## config.mk

```make
export PLATFORM = sky130hd
export DESIGN_NAME = cas_sequencer_flat
export DESIGN_NICKNAME = d
export VERILOG_FILES = /design/src/rtl/cas_sequencer_if.sv /design/src/rtl/cas_sequencer.sv /design/src/flat_wrapper.sv
export SDC_FILE = /design/constraint.sdc
export NUM_CORES = 1
export LEC_CHECK = 0
export BUFFER_PORTS_ARGS = -buffer_cell sky130_fd_sc_hd__buf_2
export CORE_ASPECT_RATIO = 0.6
export CORE_MARGIN = 8
export CORE_UTILIZATION = 57
export DETAILED_ROUTE_END_ITERATION = 10
export PLACE_DENSITY_LB_ADDON = 0.05
export REMOVE_ABC_BUFFERS = 1
export SLEW_MARGIN = 20
export SYNTH_ARGS = -nofsm -noshare
export SYNTH_HDL_FRONTEND = slang
export SYNTH_SLANG_ARGS = --single-unit
```

## constraint.sdc

```tcl
create_clock -name clock_t -period 3.4 [get_ports clock_t]
set_input_delay 0.17 -clock clock_t [delete_from_list [all_inputs] [get_ports clock_t]]
set_output_delay 0.17 -clock clock_t [all_outputs]
set_load 0.005 [all_outputs]
```

## src/rtl/cas_sequencer_if.sv

```systemverilog
`default_nettype none
// ============================================================================
//  Module   : cas_sequencer_if
//  Brief    : Request/command/data-flag bundle of the column-command stage.
//  Revision : 1.0  initial release
// ============================================================================
interface cas_sequencer_if #(
   parameter int BG_WIDTH = 2,
   parameter int BA_WIDTH = 2,
   parameter int CA_WIDTH = 10
);
   logic                                   act_rdy;
   logic                                   act_hit;
   logic                                   act_rw;
   logic [BG_WIDTH-1:0]                    act_bg;
   logic [BA_WIDTH-1:0]                    act_ba;
   logic [CA_WIDTH-1:0]                    act_col;
   logic                                   cas_rdy;
   logic [BG_WIDTH+BA_WIDTH+CA_WIDTH-1:0]  cas_reg;
   logic                                   cas_rw;
   logic                                   cas_idle;
   logic                                   data_rdy;
   logic                                   data_rw;
   logic                                   overflow;

   modport master (
      output act_rdy, act_hit, act_rw, act_bg, act_ba, act_col,
      input  cas_rdy, cas_reg, cas_rw, cas_idle, data_rdy, data_rw, overflow
   );

   modport slave (
      input  act_rdy, act_hit, act_rw, act_bg, act_ba, act_col,
      output cas_rdy, cas_reg, cas_rw, cas_idle, data_rdy, data_rw, overflow
   );
endinterface
`default_nettype wire

```

## src/rtl/cas_sequencer.sv

```systemverilog
`default_nettype none
// ============================================================================
//  Module   : cas_sequencer
//  Brief    : Queues activated requests, enforces tRCD/tCCD/tWTR, issues CAS
//             pulses and flags the start of each data burst after CL/CWL.
//  Revision : 1.0  initial release
// ============================================================================
module cas_sequencer #(
   parameter int TRCD     = 4,
   parameter int TCCD     = 4,
   parameter int TWTR     = 2,
   parameter int CL       = 11,
   parameter int CWL      = 9,
   parameter int BG_WIDTH = 2,
   parameter int BA_WIDTH = 2,
   parameter int CA_WIDTH = 10
) (
   input  logic            clock_t,
   input  logic            reset_n,
   cas_sequencer_if.slave  bus
);

   localparam int c_aw      = BG_WIDTH + BA_WIDTH + CA_WIDTH;
   localparam int c_ww      = $clog2(TRCD + 1);
   localparam int c_gw      = $clog2(TCCD + TWTR + 1);
   localparam int c_lat_max = (CL > CWL) ? CL : CWL;
   localparam int c_depth   = c_lat_max + 1;

   localparam logic [c_ww-1:0] c_wait_miss = c_ww'(TRCD - 1);
   localparam logic [c_ww-1:0] c_wait_one  = c_ww'(1);
   localparam logic [c_gw-1:0] c_gap_norm  = c_gw'(TCCD - 1);
   localparam logic [c_gw-1:0] c_gap_wtr   = c_gw'(TCCD + TWTR - 1);
   localparam logic [c_gw-1:0] c_gap_one   = c_gw'(1);

   typedef struct packed {
      logic            rw;
      logic [c_aw-1:0] addr;
      logic [c_ww-1:0] wait_cnt;
   } entry_t;

   typedef enum logic [1:0] {
      CAS_IDLE  = 2'd0,
      CAS_WAIT  = 2'd1,
      CAS_ISSUE = 2'd2
   } state_t;

   state_t              r_state, w_state_nxt;
   entry_t [1:0]        r_fifo, w_fifo_nxt, w_dec;
   entry_t              w_new;
   logic [1:0]          r_cnt, w_cnt_nxt;
   logic [c_gw-1:0]     r_gap, w_gap_nxt;
   logic [c_gw-1:0]     r_wtr, w_wtr_nxt;
   logic [c_aw-1:0]     r_cas_reg;
   logic                r_cas_rw;
   logic                r_ovf;
   logic [c_depth-1:0]  r_pipe_vld, r_pipe_rw, w_pipe_vld, w_pipe_rw;
   logic                w_pop, w_push, w_drop, w_last_rw_nxt, w_elig;

   // Everything below looks one edge ahead: w_elig says whether the head
   // will be issuable in the cycle after this edge, so ISSUE needs no
   // extra qualifying cycle.
   always_comb begin
      for (int i = 0; i < 2; i++) begin
         w_dec[i] = r_fifo[i];
         if (r_fifo[i].wait_cnt != '0) begin
            w_dec[i].wait_cnt = r_fifo[i].wait_cnt - c_wait_one;
         end
      end

      w_new.rw       = bus.act_rw;
      w_new.addr     = {bus.act_bg, bus.act_ba, bus.act_col};
      w_new.wait_cnt = bus.act_hit ? '0 : c_wait_miss;

      w_pop  = (r_state == CAS_ISSUE);
      w_push = bus.act_rdy && ((r_cnt != 2'd2) || w_pop);
      w_drop = bus.act_rdy && !w_push;

      if (w_pop) begin
         w_fifo_nxt[0] = w_dec[1];
         w_fifo_nxt[1] = w_dec[1];
         w_cnt_nxt     = r_cnt - 2'd1;
      end else begin
         w_fifo_nxt = w_dec;
         w_cnt_nxt  = r_cnt;
      end
      if (w_push) begin
         if (w_cnt_nxt == 2'd0) begin
            w_fifo_nxt[0] = w_new;
         end else begin
            w_fifo_nxt[1] = w_new;
         end
         w_cnt_nxt = w_cnt_nxt + 2'd1;
      end

      w_last_rw_nxt = w_pop ? r_fifo[0].rw : r_cas_rw;
      w_gap_nxt     = (r_gap != '0) ? (r_gap - c_gap_one) : '0;
      w_wtr_nxt     = (r_wtr != '0) ? (r_wtr - c_gap_one) : '0;
      if (w_pop) begin
         w_gap_nxt = (!r_fifo[0].rw && (w_cnt_nxt != 2'd0) && w_fifo_nxt[0].rw)
                     ? c_gap_wtr : c_gap_norm;
         // Separate turnaround timer so a READ that arrives after the
         // WRITE has already left the queue is still held back.
         w_wtr_nxt = r_fifo[0].rw ? '0 : c_gap_wtr;
      end

      w_elig = (w_cnt_nxt != 2'd0) && (w_fifo_nxt[0].wait_cnt == '0) &&
               (w_gap_nxt == '0) &&
               !(w_fifo_nxt[0].rw && !w_last_rw_nxt && (w_wtr_nxt != '0));
   end

   always_ff @(posedge clock_t or negedge reset_n) begin
      if (!reset_n) begin
         r_state <= CAS_IDLE;
      end else begin
         r_state <= w_state_nxt;
      end
   end

   always_comb begin
      w_state_nxt = r_state;
      case (r_state)
         CAS_IDLE:  if (w_push) w_state_nxt = w_elig ? CAS_ISSUE : CAS_WAIT;
         CAS_WAIT:  if (w_elig) w_state_nxt = CAS_ISSUE;
         CAS_ISSUE: w_state_nxt = w_elig ? CAS_ISSUE :
                                  ((w_cnt_nxt != 2'd0) ? CAS_WAIT : CAS_IDLE);
         default:   w_state_nxt = CAS_IDLE;
      endcase
   end

   // Issued bursts enter at their latency tap and shift toward tap 0 on the
   // same edge, so tap 0 is reached exactly CL/CWL cycles after the issue.
   always_comb begin
      w_pipe_vld = r_pipe_vld;
      w_pipe_rw  = r_pipe_rw;
      if (w_pop) begin
         if (r_fifo[0].rw) begin
            w_pipe_vld[CL] = 1'b1;
            w_pipe_rw[CL]  = 1'b1;
         end else begin
            w_pipe_vld[CWL] = 1'b1;
            w_pipe_rw[CWL]  = 1'b0;
         end
      end
   end

   always_ff @(posedge clock_t or negedge reset_n) begin
      if (!reset_n) begin
         r_fifo     <= '0;
         r_cnt      <= 2'd0;
         r_gap      <= '0;
         r_wtr      <= '0;
         r_cas_reg  <= '0;
         r_cas_rw   <= 1'b0;
         r_ovf      <= 1'b0;
         r_pipe_vld <= '0;
         r_pipe_rw  <= '0;
      end else begin
         r_fifo     <= w_fifo_nxt;
         r_cnt      <= w_cnt_nxt;
         r_gap      <= w_gap_nxt;
         r_wtr      <= w_wtr_nxt;
         r_pipe_vld <= w_pipe_vld >> 1;
         r_pipe_rw  <= w_pipe_rw >> 1;
         if (w_pop) begin
            r_cas_reg <= r_fifo[0].addr;
            r_cas_rw  <= r_fifo[0].rw;
         end
         if (w_drop) begin
            r_ovf <= 1'b1;
         end
      end
   end

   assign bus.cas_rdy  = w_pop;
   assign bus.cas_reg  = w_pop ? r_fifo[0].addr : r_cas_reg;
   assign bus.cas_rw   = w_pop ? r_fifo[0].rw : r_cas_rw;
   assign bus.cas_idle = (r_cnt == 2'd0) && !w_pop && (r_pipe_vld == '0);
   assign bus.data_rdy = r_pipe_vld[0];
   assign bus.data_rw  = r_pipe_rw[0];
   assign bus.overflow = r_ovf;

endmodule
`default_nettype wire
```

## src/flat_wrapper.sv

```systemverilog
// flat-port wrapper written by rule: the top's interface ports become plain ports
module cas_sequencer_flat 
#(
   parameter int TRCD     = 4,
   parameter int TCCD     = 4,
   parameter int TWTR     = 2,
   parameter int CL       = 11,
   parameter int CWL      = 9,
   parameter int BG_WIDTH = 2,
   parameter int BA_WIDTH = 2,
   parameter int CA_WIDTH = 10
)
  (clock_t, reset_n, bus_act_rdy, bus_act_hit, bus_act_rw, bus_act_bg, bus_act_ba, bus_act_col, bus_cas_rdy, bus_cas_reg, bus_cas_rw, bus_cas_idle, bus_data_rdy, bus_data_rw, bus_overflow);
  cas_sequencer_if #(.BG_WIDTH(BG_WIDTH), .BA_WIDTH(BA_WIDTH), .CA_WIDTH(CA_WIDTH)) bus_i ();
  input  logic clock_t;
  input  logic reset_n;
  input wire logic [$bits(bus_i.act_rdy)-1:0] bus_act_rdy;
  input wire logic [$bits(bus_i.act_hit)-1:0] bus_act_hit;
  input wire logic [$bits(bus_i.act_rw)-1:0] bus_act_rw;
  input wire logic [$bits(bus_i.act_bg)-1:0] bus_act_bg;
  input wire logic [$bits(bus_i.act_ba)-1:0] bus_act_ba;
  input wire logic [$bits(bus_i.act_col)-1:0] bus_act_col;
  output wire logic [$bits(bus_i.cas_rdy)-1:0] bus_cas_rdy;
  output wire logic [$bits(bus_i.cas_reg)-1:0] bus_cas_reg;
  output wire logic [$bits(bus_i.cas_rw)-1:0] bus_cas_rw;
  output wire logic [$bits(bus_i.cas_idle)-1:0] bus_cas_idle;
  output wire logic [$bits(bus_i.data_rdy)-1:0] bus_data_rdy;
  output wire logic [$bits(bus_i.data_rw)-1:0] bus_data_rw;
  output wire logic [$bits(bus_i.overflow)-1:0] bus_overflow;
  assign bus_i.act_rdy = bus_act_rdy;
  assign bus_i.act_hit = bus_act_hit;
  assign bus_i.act_rw = bus_act_rw;
  assign bus_i.act_bg = bus_act_bg;
  assign bus_i.act_ba = bus_act_ba;
  assign bus_i.act_col = bus_act_col;
  assign bus_cas_rdy = bus_i.cas_rdy;
  assign bus_cas_reg = bus_i.cas_reg;
  assign bus_cas_rw = bus_i.cas_rw;
  assign bus_cas_idle = bus_i.cas_idle;
  assign bus_data_rdy = bus_i.data_rdy;
  assign bus_data_rw = bus_i.data_rw;
  assign bus_overflow = bus_i.overflow;
  cas_sequencer #(.TRCD(TRCD), .TCCD(TCCD), .TWTR(TWTR), .CL(CL), .CWL(CWL), .BG_WIDTH(BG_WIDTH), .BA_WIDTH(BA_WIDTH), .CA_WIDTH(CA_WIDTH)) u_core (.clock_t(clock_t), .reset_n(reset_n), .bus(bus_i));
endmodule
```

# ---- Word-level counts from Yosys, hierarchy flattened
# Index checks and enable logic that the tools add are counted.
dict set report classes {
  n_mux 29
  eq_ne 5
  n_addsub 6
  n_reduce_logical 30
}
# operator n
set op_table {}
lappend op_table {{$mux 18} 3}
lappend op_table {{$mux 36} 1}
lappend op_table {{$mux 3} 8}
lappend op_table {{$reduce_bool 3->1} 5}
lappend op_table {{$mux 14} 1}
lappend op_table {{$mux 2} 7}
lappend op_table {{$logic_not 12->1} 1}
lappend op_table {{$sub 3x1->3 const B} 4}
lappend op_table {{$logic_and 1x1->1} 11}
lappend op_table {{$mux 1} 8}
lappend op_table {{$logic_not 2->1} 3}
lappend op_table {{$logic_not 3->1} 2}
lappend op_table {{$pmux 2 s3} 1}
lappend op_table {{$logic_not 1->1} 5}
lappend op_table {{$ne 2x1->1 const B} 2}
lappend op_table {{$add 2x1->2 const B} 1}
lappend op_table {{$eq 2x1->1 const B} 1}
lappend op_table {{$eq 2x2->1 const B} 1}
lappend op_table {{$ne 2x2->1 const B} 1}
lappend op_table {{$reduce_and 2->1} 1}
lappend op_table {{$reduce_bool 2->1} 1}
lappend op_table {{$sub 2x1->2 const B} 1}
lappend op_table {{$logic_or 1x1->1} 1}
dict set report totals {
  output_inout_bits 20
  regBits 84
  word_cells 85
  inputBits 19
}

# ---- Longest topological paths before layout
# Gate-level depths: netlist of run 1.
dict set report logic_depth {
  ltp_word 15
  mapped_depth 12
  depth_no_buf 9
}

# ---- Least setup slack after synthesis of run 1
# No wires, ideal clock.
dict set report synth_path {
  path_kind {reg2reg}
  startpoint {register u_core.r_state[0]}
  endpoint {register u_core.r_gap[1]}
  required_time_ns 3.316
  n_path_buf 3
  arrival_time_ns 2.635
  path_slack_ns 0.681
  path_stages_with_launch 13
  synth_period_minus_slack_ns 2.719
  setup_ns 0.084
  path_cell_list {dfrtp_1 -> nand2b_1 -> buf_6 -> inv_4 -> buf_2 -> clkbuf_1 -> xnor2_1 -> ha_1 -> nand2_1 -> a21oi_2 -> mux2_2 -> o2111ai_1 -> a21boi_0}
}
dict set report synth_via {
  elab_chain_len 9
  elab_cells_between_ends 15
  classes_between {add/sub: 1; eq/ne: 1; mux: 7; reduce/logical: 6}
}
# element line
set synth_rtl {}
lappend synth_rtl {{start, declared} cas_sequencer.sv:47} ;# state_t r_state, w_state_nxt;
lappend synth_rtl {{start signal, assigned} cas_sequencer.sv:115} ;# r_state <= w_state_nxt;
lappend synth_rtl {{$eq 2x2->1 (*)} cas_sequencer.sv:74} ;# w_pop = (r_state == CAS_ISSUE);
lappend synth_rtl {{$mux 2 or $logic_or 1x1->1 (tied branches)} {cas_sequencer.sv:78, cas_sequencer.sv:75}}
lappend synth_rtl {{$add 2x1->2 or $logic_and 1x1->1 (tied branches)} {cas_sequencer.sv:92, cas_sequencer.sv:75}}
lappend synth_rtl {{$mux 2} cas_sequencer.sv:86} ;# if (w_push) begin
lappend synth_rtl {{$reduce_bool 2->1} cas_sequencer.sv:99} ;# w_gap_nxt = (!r_fifo[0].rw && (w_cnt_nxt != 2'd0) && w_fifo_nxt[0].rw)
lappend synth_rtl {{$logic_and 1x1->1 (2 in a row)} cas_sequencer.sv:99}
lappend synth_rtl {{$mux 3} cas_sequencer.sv:100} ;# ? c_gap_wtr : c_gap_norm;
lappend synth_rtl {{$mux 3 (*)} cas_sequencer.sv:98} ;# if (w_pop) begin
lappend synth_rtl {{net u_core.w_gap_nxt[1]} cas_sequencer.sv:51} ;# logic [c_gw-1:0] r_gap, w_gap_nxt;
lappend synth_rtl {{end signal, assigned} cas_sequencer.sv:160} ;# r_gap <= w_gap_nxt;
lappend synth_rtl {{end, declared} cas_sequencer.sv:51}
# Mark *: on every way through the listed nets, which the timed path passes. The rest lies on a longest branch.
# A chain may end at the register's enable or synchronous reset.

# ---- Worst setup path in the final report of run 1
dict set report layout_path {
  startpoint {register u_core.r_cnt[0]}
  endpoint {register u_core.r_state[1]}
}
dict set report layout_via {
  elab_chain_len 15
  elab_cells_between_ends 30
  classes_between {add/sub: 2; eq/ne: 3; mux: 10; reduce/logical: 15}
}
# element line
set layout_rtl {}
lappend layout_rtl {{start, declared} cas_sequencer.sv:50} ;# logic [1:0] r_cnt, w_cnt_nxt;
lappend layout_rtl {{start signal, assigned} cas_sequencer.sv:159} ;# r_cnt <= w_cnt_nxt;
lappend layout_rtl {{$sub 2x1->2 or $ne 2x2->1 (tied branches)} {cas_sequencer.sv:81, cas_sequencer.sv:75}}
lappend layout_rtl {{$mux 2 or $logic_or 1x1->1 (tied branches)} {cas_sequencer.sv:78, cas_sequencer.sv:75}}
lappend layout_rtl {{$add 2x1->2 or $logic_and 1x1->1 (tied branches)} {cas_sequencer.sv:92, cas_sequencer.sv:75}}
lappend layout_rtl {{$mux 2} cas_sequencer.sv:86}
lappend layout_rtl {{$reduce_bool 2->1} {cas_sequencer.sv:99, cas_sequencer.sv:106}}
lappend layout_rtl {{$logic_and 1x1->1 (2 in a row)} cas_sequencer.sv:99}
lappend layout_rtl {{$mux 3} cas_sequencer.sv:100}
lappend layout_rtl {{$mux 3} cas_sequencer.sv:98}
lappend layout_rtl {{$logic_not 3->1} cas_sequencer.sv:107} ;# (w_gap_nxt == '0) &&
lappend layout_rtl {{$logic_and 1x1->1} cas_sequencer.sv:106} ;# w_elig = (w_cnt_nxt != 2'd0) && (w_fifo_nxt[0].wait_cnt == '0) &&
lappend layout_rtl {{$logic_and 1x1->1} cas_sequencer.sv:107}
lappend layout_rtl {{$mux 2 (2 in a row)} cas_sequencer.sv:122} ;# CAS_IDLE: if (w_push) w_state_nxt = w_elig ? CAS_ISSUE : CAS_WAIT;
lappend layout_rtl {{$pmux 2 s3} cas_sequencer.sv:121} ;# case (r_state)
# Parallel ways exist; a longest one is shown, timed or not. The select of a mux whose other input is x is not followed.

==> results_dict.tcl, run 1 <==
set metrics [dict create \
    hold_end "u_core.r_fifo[13]" \
    yosys.area_share.simple_pct 13.40 \
    min-delay-start "bus_act_ba[0]" \
    fmax_mhz 381.3 \
    pwr-share-comb_pct 32.4 \
    grt_first_pass_wirelength_mm 10.65 \
    hold_path_depth 3 \
    rows 21 \
    hold_viol_final 0 \
    peakVddDrop_uv 476.5 \
    cts_tree "done" \
    grt_usage_pct 16.29 \
    port_buffers 38 \
    hp-class "in2reg" \
    worst_path_largest_cell_delay_ns 0.49 \
    core_um2 5675 \
    largest_reg_flops 36 \
    die_h_um 75.89 \
    p_per_area_nw_per_um2 885.2 \
    antenna_found_initial 0 \
    drive_above_1_share_pct 24.49 \
    drv_slew 0 \
    gp_congestion 0.7525 \
    crit_top_cell "ha_1" \
    maxCapViolCount 0 \
    r2r-start "u_core.r_cnt[0]" \
    worst_ep_required_time_ns 3.65 \
    synth_xor_area_share_pct 1.028 \
    synth_mux_area_share_pct 11.97 \
    diodes 0 \
    pwr-share-seq_pct 44.1 \
    skew_ns 0.008506 \
    clock_sinks 82 \
    cp-start-kind "register" \
    cts_made_buffers 9 \
    htreeDepth 3 \
    synth_cell_types 39 \
    tns_ns 0 \
    worstPathArrival_ns 2.88 \
    synth_top_family_by_area "simple AND/OR/NAND/NOR gates" \
    postLayoutCoreUtil_pct 69.11 \
    yosys_most_used_dff "dfrtp_1" \
    overflow 0 \
    clkTransAtPathRegs_ns 0.08 \
    yosysWarnings 0 \
    p_leak_nw 1.903 \
    crit_family "adder cells" \
    first_pass_iters 4 \
    status "completed" \
    finalCritPeriodShare_pct 77.14 \
    power_frac_clock_pct 23.5 \
    grt_pass1_vias 2260 \
    ys_ff_latch 82 \
    synth_seq_area_share_pct 60.23 \
    io_pins 39 \
    worst_slew_pin_slew_ns 0.7270 \
    async_flop_share_pct 100.0 \
    clock_path_buffers 2 \
    setup_viol 0 \
    period_needed_ns 2.623 \
    cp_max_fo 37 \
    syn-cell-area_um2 3407 \
    crit_buf_inv 2 \
    rsz0062_at_grt "false" \
    maxSlewHeadroom_pct 51.54 \
    initial_utilization_pct 60.03 \
    drt_iter0_markers 78 \
    die_x_um 115.8 \
    syn-instance-count 296 \
    ff2ff_path_depth 10 \
    hpwl_mm 4.011 \
    syn2layout_area_growth_pct 15.13 \
    viasPerCell 5.109 \
    routedWlPerCell_um 14.87 \
    power_switching_w 0.001115 \
    regToRegEndpoint "u_core.r_state[1]" \
    grt_start_max_net_pins 83 \
    synth-adder-area-share_pct 3.305 \
    path_class "reg2reg" \
    fin_ws_ns 0.7773 \
    num_vias 2161 \
    drc 0 \
    drt-total-wl_mm 6.289 \
    die_area_um2 8788 \
    crit_chain "inv_1 -> ha_1 -> mux2_2 -> ha_1 -> nand2_1 -> a21oi_2 -> buf_4 -> nor4_2 -> o2111ai_1 -> a211oi_1" \
    cts_setup_buffers 0 \
    intPower_w 0.002357 \
    regToRegSetupSlack_ns 0.78 \
    ant_nets 0 \
    root_buffer "clkbuf_8" \
    clock_latency_ns 0.35 \
    cpMaxStageDelayCell "dfrtp_1" \
    place_ws_ns 0.7801 \
    synth-edff-count 0 \
    cts_resized 0 \
    p_sw_share_pct 32.12 \
    hold_ws_ns 0.03052 \
    synth_compound_area_share_pct 6.904 \
    end_kind "register" \
    avgSynthCellArea_um2 11.51 \
    fin_nets 366 \
]
## power by group through the flow
| stage | sequential, W | clock, W | combinational, W |
|---|---|---|---|
| floorplan | 0.00149 | 0 | 0.000827 |
| global placement | 0.00153 | 0 | 0.00111 |
| detailed placement | 0.00154 | 0 | 0.00114 |
| CTS | 0.00153 | 0.000842 | 0.00114 |
| global route | 0.00158 | 0.000882 | 0.00129 |
| finish | 0.00153 | 0.000816 | 0.00113 |
## cell usage after synthesis, types with 3 or more instances
cell type,instances,area [um2]
dfrtp_1,82,2052
nand2_1,63,236.5
o21ai_0,21,105.1
mux2i_1,19,190.2
mux2_2,18,202.7
nor2_1,13,48.80
inv_1,12,45.04
ha_1,9,112.6
clkbuf_1,8,30.03
a21oi_1,4,20.02
nor2b_1,4,25.02
nor3_1,4,20.02
buf_2,3,15.01
nor4b_1,3,26.28
## repair_timing
item / 4_1_cts / 5_1_grt
setup endpoints to repair: 0 / 0
hold buffers: 1 / 1
endpoints found under the hold margin: 1 / 82
## worst max path at each step
stage / start / to / slack, ns / cells past startpoint
after floorplan: u_core.r_state[0] / u_core.r_gap[1] / -0.03 / 9
after global placement: u_core.r_cnt[0] / u_core.r_state[1] / 0.87 / 10
after detailed placement: u_core.r_cnt[0] / u_core.r_state[1] / 0.78 / 10
after CTS: u_core.r_cnt[0] / u_core.r_state[1] / 0.76 / 10
after global routing: u_core.r_cnt[0] / u_core.r_state[1] / 0.55 / 10
final: u_core.r_cnt[0] / u_core.r_state[1] / 0.78 / 10
## cells in the final DEF (no fill, tap or decap), types with 2 or more instances in the layout
cell type,instances
bufinv_16,3
inv_1,12
and2_1,2
mux2i_1,19
dlygate4sd3_1,2
clkinv_2,3
clkbuf_8,9
nand2b_1,2
nor4_1,2
xnor2_1,2
a21oi_1,4
mux2_2,18
a21o_1,2
o2111ai_1,2
ha_1,9
xor2_1,2
buf_2,37
buf_4,3
nor4b_1,3
o21ai_0,21
nor2b_1,4
nor2_1,13
nand2_1,63
or2_2,2
dfrtp_1,82
nor3_1,4
## metal layers
metal | part of all wire [%] | wire length, um | track usage [%]
met1 | 50 | 3158 | 21.16
met2 | 43 | 2714 | 24.35
met3 | 6.0 | 375 | 7.516
met4 | 0.65 | 41 | 3.852
met5 | 0 | 0 | 0
## cell type report
| cell class | count | area, um2 |
|---|---|---|
| inverter | 13 | 51.30 |
| clock buffer | 10 | 127.6 |
| tap | 80 | 100.1 |
| fill | 442 | 1753 |
| clock inverter | 6 | 105.1 |
| sequential | 82 | 2052 |
| multi-input combinational | 189 | 1247 |
| timing repair buffer | 43 | 239.0 |
## worst register-to-register path: cells and delay by family (launching register included)
kind / cells / cell delay (ns)
fa+ha+maj: 2 / 0.54
flops: 1 / 0.49
compound gates: 3 / 0.44
simple gates: 2 / 0.40
buf+inv: 2 / 0.36
mux: 1 / 0.29
## cell families after synthesis
logic type | after synthesis
muxes | 38
and+or+nand+nor | 100
DFF | 82
AOI/OAI and AO/OA | 38
xor gates and xnor gates | 4
adders and majority gates | 9
buffers and inverters | 25
## stage by stage
step,power [W],cells,instance area [um2]
after floorplan,0.002317,284,3351
after global placement,0.002646,405,3666
after detailed placement,0.002681,405,3666
after CTS,0.003514,422,3909
after global routing,0.003751,423,3923
final,0.003472,423,3923
Note: power is estimated with default switching activity, not from simulation.
==> run 2, diff against run 1 <==
--- a/config.mk
+++ b/config.mk
@@ -5,10 +5,11 @@
 export SDC_FILE = /design/constraint.sdc
 export NUM_CORES = 1
 export LEC_CHECK = 0
+export ABC_AREA = 1
 export BUFFER_PORTS_ARGS = -buffer_cell sky130_fd_sc_hd__buf_2
 export CORE_ASPECT_RATIO = 0.6
 export CORE_MARGIN = 8
-export CORE_UTILIZATION = 57
+export CORE_UTILIZATION = 58
 export DETAILED_ROUTE_END_ITERATION = 10
 export PLACE_DENSITY_LB_ADDON = 0.05
 export REMOVE_ABC_BUFFERS = 1
==> constraint.sdc (replaced) <==
create_clock -name clock_t -period 2.6 [get_ports clock_t]
set_input_delay 0.13 -clock clock_t [delete_from_list [all_inputs] [get_ports clock_t]]
set_output_delay 0.13 -clock clock_t [all_outputs]
set_load 0.005 [all_outputs]
==> results_dict.tcl, run 2 <==
set metrics [dict create \
    p_leak_nw 2.242 \
    htreeDepth 3 \
    end_kind "register" \
    synth_area_leaders "dfrtp_1, nand2_1, ha_1, nor2_1, inv_1" \
    seq_area_um2 2052 \
    synth_top_area_share_pct 57.93 \
    clock_sinks 82 \
    die_area_um2 8946 \
    multi_input_area_um2 1279 \
    viasPerCell 5.027 \
    cts_resized 0 \
    yosys_most_used_dff "dfrtp_1" \
    cts_made_buffers 9 \
    fill_cells 511 \
    syn-cell-area_um2 3542 \
    synth-edff-count 0 \
    post_synth_most_frequent_cells "nand2_1, dfrtp_1, nor2_1, inv_1, a31oi_1" \
    p_per_area_nw_per_um2 1125 \
    clock_path_buffers 2 \
    die_h_um 76.54 \
    overflow 0 \
    place_ws_ns 0.5149 \
    rsz0062_at_grt "false" \
    core_um2 6001 \
    drt_iter0_markers 224 \
    mostFrequentLayoutCell "nand2_1" \
    hold_ws_ns 0.02972 \
    worstPathArrival_ns 2.39 \
    path_class "reg2reg" \
    crit_buf_inv 2 \
    hpwl_mm 5.056 \
    num_vias 2745 \
    port_buffers 38 \
    synth_seq_area_share_pct 57.93 \
    root_buffer "clkbuf_8" \
    hp-class "in2reg" \
    hold_viol_final 0 \
    drt-total-wl_mm 7.430 \
    peakVddDrop_uv 689.6 \
    cp_max_fo 7 \
    skew_ns 0.006907 \
    avgSynthCellArea_um2 8.811 \
    worst_ep_required_time_ns 2.86 \
    worst_path_largest_cell_delay_ns 0.37 \
    place_area_um2 3807 \
    syn2layout_area_growth_pct 16.35 \
    maxSlewHeadroom_pct 52.27 \
    ys_ff_latch 82 \
    yosysWarnings 0 \
    gp_congestion 0.8010 \
    grt_usage_pct 18.39 \
    fin_ws_ns 0.4655 \
    drive_above_1_share_pct 17.53 \
    period_needed_ns 2.135 \
    fin_area_um2 4121 \
    layout_common_cells "nand2_1, dfrtp_1, buf_2, nor2_1, inv_1" \
    crit_top_cell "nand2_1" \
    fmax_mhz 468.5 \
    cpMaxStageDelayCell "dfrtp_1" \
    io_pins 39 \
    cts_setup_buffers 0 \
    yosysTopAreaCell "dfrtp_1" \
    status "completed" \
    ant_nets 0 \
    diodes 0 \
    antenna_found_initial 0 \
    crit_family "simple AND/OR/NAND/NOR gates" \
    grt_first_pass_wirelength_mm 12.83 \
    rows 22 \
    worst_slew_pin_slew_ns 0.7159 \
    async_flop_share_pct 100.0 \
    clock_latency_ns 0.36 \
    finalCritPeriodShare_pct 82.10 \
    post-synth-top-count-cell "nand2_1" \
    drc 0 \
    cts_tree "done" \
    cp-start-kind "register" \
    drv_slew 0 \
    maxCapViolCount 0 \
    initial_utilization_pct 59.03 \
    fin_nets 485 \
    grt_start_max_net_pins 83 \
    crit_chain "inv_1 -> ha_1 -> nand3_1 -> nand2_1 -> ha_1 -> nand3_2 -> nand2_1 -> nand2_1 -> inv_1 -> nand2_1 -> nor2_1 -> nand2_1 -> nor2_1 -> nor2_1" \
    largest_reg_flops 36 \
    clkTransAtPathRegs_ns 0.09 \
    setup_viol 0 \
    syn-instance-count 402 \
    tns_ns 0 \
    first_pass_iters 4 \
    synth_cell_types 31 \
    routedWlPerCell_um 13.61 \
    grt_pass1_vias 2698 \
    postLayoutCoreUtil_pct 68.68 \
    die_x_um 116.9 \
]
==> run 2: logic make-up (layout without fill, tap and decap cells) <==
kind of cell | Yosys count | after routing | share of synthesized area [%]
DFF | 82 | 82 | 57.93
and+or+nand+nor | 231 | 231 | 27.66
xor gates and xnor gates | 1 | 1 | 0.2473
adders and majority gates | 9 | 9 | 3.179
buffers and inverters | 48 | 108 | 5.969
AOI/OAI and AO/OA | 31 | 31 | 5.016
==> run 2: worst paths after layout <==
check / from / to / slack, ns / cells after the start
min in group asynchronous: reset_n / u_core.r_pipe_rw[0] / 0.39 / 2
min: bus_act_ba[0] / u_core.r_fifo[31] / 0.03 / 3
min reg2reg: u_core.r_pipe_rw[1] / u_core.r_pipe_rw[0] / 0.36 / 0
max reg2reg: u_core.r_cnt[0] / u_core.r_state[0] / 0.47 / 14
max: u_core.r_cnt[0] / u_core.r_state[0] / 0.47 / 14
max in group asynchronous: reset_n / u_core.r_cas_reg[6] / 1.72 / 2
==> run 2: layer usage <==
metal,GRT usage (%),up-vias,share of wire [%]
li1,-,1357,-
met5,0,-,0
met1,25.44,1298,49
met2,26.33,81,43
met3,5.775,9,7.0
met4,6.734,0,1.1
==> run 2: timing repair <==
item / CTS / global route
endpoints found under the setup margin: 0 / 0
hold buffers: 13 / 0
hold endpoints to repair: 94 / 0
==> run 2: area by class of cell <==
cell class | count | share of cell area (%)
sequential | 82 | 49.79
multi-input combinational | 272 | 31.03
timing repair buffer | 57 | 9.016
inverter | 35 | 3.248
clock buffer | 9 | 3.005
tap | 84 | 2.550
clock inverter | 7 | 1.366
==> run 2: where the power goes <==
part	leakage, nW	internal [W]	switching (W)
clock	0.0914	0.000362	0.000498
sequential	1.03	0.00174	0.000224
combinational	1.12	0.000693	0.00112
total	2.24	0.00279	0.00184
==> run 2: worst register-to-register path: cells and delay by family (launching register included) <==
family        cells  cell delay, ns
buf+inv           2            0.15
fa+ha+maj         2            0.56
flops             1            0.37
simple gates     10            0.97
==> run 2: stage by stage <==
step                      std cells  total power (W)
final                           546         0.004636
after global routing            546         0.005059
after CTS                       546         0.004673
after detailed placement        517         0.003780
after global placement          517         0.003704
after floorplan                 389         0.003197
==> run 3, diff against run 2 <==
--- a/config.mk
+++ b/config.mk
@@ -9,7 +9,7 @@
 export BUFFER_PORTS_ARGS = -buffer_cell sky130_fd_sc_hd__buf_2
 export CORE_ASPECT_RATIO = 0.6
 export CORE_MARGIN = 8
-export CORE_UTILIZATION = 58
+export CORE_UTILIZATION = 52
 export DETAILED_ROUTE_END_ITERATION = 10
 export PLACE_DENSITY_LB_ADDON = 0.05
 export REMOVE_ABC_BUFFERS = 1
==> constraint.sdc (replaced) <==
create_clock -name clock_t -period 1.8 [get_ports clock_t]
set_input_delay 0.09 -clock clock_t [delete_from_list [all_inputs] [get_ports clock_t]]
set_output_delay 0.09 -clock clock_t [all_outputs]
set_load 0.005 [all_outputs]
==> results_dict.tcl, run 3 (synthesis results as in run 2) <==
set metrics [dict create \
    status "finished, violations left" \
    fmax_mhz 529.1 \
    clock_path_buffers 2 \
    power_frac_clock_pct 25.6 \
    rsz0062_at_grt "true" \
    layout_common_cells "nand2_1, dfrtp_1, buf_2, buf_4, nor2_1" \
    hpwl_mm 5.174 \
    maxCapViolCount 0 \
    antenna_found_initial 0 \
    syn2layout_area_growth_pct 30.48 \
    p_sw_share_pct 35.07 \
    overflow 0 \
    intPower_w 0.005296 \
    skew_ns 0.009102 \
    viasPerCell 4.768 \
    clkTransAtPathRegs_ns 0.06 \
    cts_tree "done" \
    hp-class "in2reg" \
    first_pass_iters 4 \
    port_buffers 38 \
    drc 0 \
    largest_reg_flops 36 \
    initial_utilization_pct 53.28 \
    grt_start_max_net_pins 53 \
    drive_above_1_share_pct 24.90 \
    violations "negative setup slack" \
    rows 23 \
    die_x_um 122.6 \
    io_pins 39 \
    clock_latency_ns 0.34 \
    drv_slew 0 \
    root_buffer "clkbuf_16" \
    cts_made_buffers 9 \
    mostFrequentLayoutCell "nand2_1" \
    path_class "reg2reg" \
    p_per_area_nw_per_um2 1764 \
    grt_usage_pct 17.43 \
    die_area_um2 9795 \
    p_leak_nw 2.479 \
    pwr-share-comb_pct 39.5 \
    diodes 0 \
    worst_ep_required_time_ns 2.07 \
    core_um2 6648 \
    gp_congestion 0.8095 \
    grt_first_pass_wirelength_mm 13.14 \
    place_ws_ns -0.1661 \
    clock_sinks 82 \
    drt_iter0_markers 153 \
    routedWlPerCell_um 13.49 \
    setup_viol 3 \
    power_switching_w 0.002860 \
    tns_ns -0.1876 \
    maxSlewHeadroom_pct 73.98 \
    pwr-share-seq_pct 34.9 \
    regToRegSetupSlack_ns -0.09 \
    cp_max_fo 3 \
    num_vias 2751 \
    fin_nets 513 \
    worst_slew_pin_slew_ns 0.3903 \
    hold_viol_final 0 \
    cp-start-kind "register" \
    finalCritPeriodShare_pct 105.0 \
    grt_pass1_vias 2751 \
    peakVddDrop_uv 944.8 \
    period_needed_ns 1.890 \
    fin_cells 577 \
    end_kind "register" \
    htreeDepth 3 \
    die_h_um 79.93 \
    worstPathArrival_ns 2.16 \
    dp.cells 538 \
    fin_ws_ns -0.09000 \
    ant_nets 0 \
    drt-total-wl_mm 7.783 \
]
[run 3: changes by cell type in the layout (fill, tap and decap cells not counted), sizes merged]
cell	previous run	this run
clkbuf	9	10
buf	44	71
inv	39	34
dlygate4sd3	13	14
bufinv	0	3
clkinv	2	3
[run 3: per-stage QoR]
step | util (%) | hold slack [ns] | power (W) | area [um2]
after global routing | 69.53 | 0.04816 | 0.008778 | 4622
after global placement | 59.55 | 0.04203 | 0.005630 | 3959
final | 69.53 | 0.02486 | 0.008155 | 4622
after floorplan | - | -0.2056 | 0.004619 | 3465
after CTS | 68.34 | 0.01312 | 0.008102 | 4543
after detailed placement | 59.55 | 0.04397 | 0.005720 | 3959
[run 3: cell type report]
type	count	area, um2
Clock buffer	10	229.0
Clock inverter	6	115.1
Fill cell	513	2026
Inverter	35	136.4
Multi-Input combinational cell	272	1363
Sequential cell	82	2053
Tap cell	87	108.9
Timing Repair Buffer	85	616.8
[run 3: routing by layer]
metal / track usage, % / vias up / share of wire, %
li1: - / 1421 / -
met1: 22.51 / 1269 / 49
met2: 26.51 / 52 / 44
met3: 5.862 / 9 / 5.4
met4: 7.013 / 0 / 1.4
met5: 0 / - / 0
[run 3: critical path: stages, from the launching register on]
cell and delay (ns):
dfrtp_1 0.36, inv_2 0.06, ha_4 0.27, nand3_2 0.07, nand2_2 0.10, ha_4 0.16
buf_6 0.11, nand4_1 0.14, nand3_2 0.14, inv_2 0.05, nand2_4 0.07, nand2_4 0.06
nor2_4 0.10, nand2_2 0.06, nor2_2 0.07
[run 3: worst paths after layout]
path	from	endpoint	depth (start not counted)
max	u_core.r_cnt[1]	u_core.r_state[1]	14
min	bus_act_bg[1]	u_core.r_fifo[34]	3
max reg2reg	u_core.r_cnt[1]	u_core.r_state[1]	14
min reg2reg	u_core.r_pipe_rw[8]	u_core.r_pipe_rw[7]	0
max in group asynchronous	reset_n	u_core.r_state[1]	3
min in group asynchronous	reset_n	u_core.r_fifo[12]	2
[run 3: repair_timing]
action | CTS | global route
hold endpoints to repair | 43 | 0
cloned | 0 | 0
pin swaps | 11 | 11
gates resized for setup | 14 | 14
setup buffers | 5 | 4
endpoints found under the setup margin | 34 | 28
hold buffers | 14 | 0
[run 3: power groups by stage]
| stage | sequential, W | clock, W | combinational (W) |
|---|---|---|---|
| final | 0.00284 | 0.00209 | 0.00322 |
| after detailed placement | 0.00287 | 0 | 0.00285 |
| after floorplan | 0.00279 | 0 | 0.00183 |
| after global routing | 0.00293 | 0.00220 | 0.00365 |
| after CTS | 0.00284 | 0.00214 | 0.00313 |
| after global placement | 0.00283 | 0 | 0.00280 |
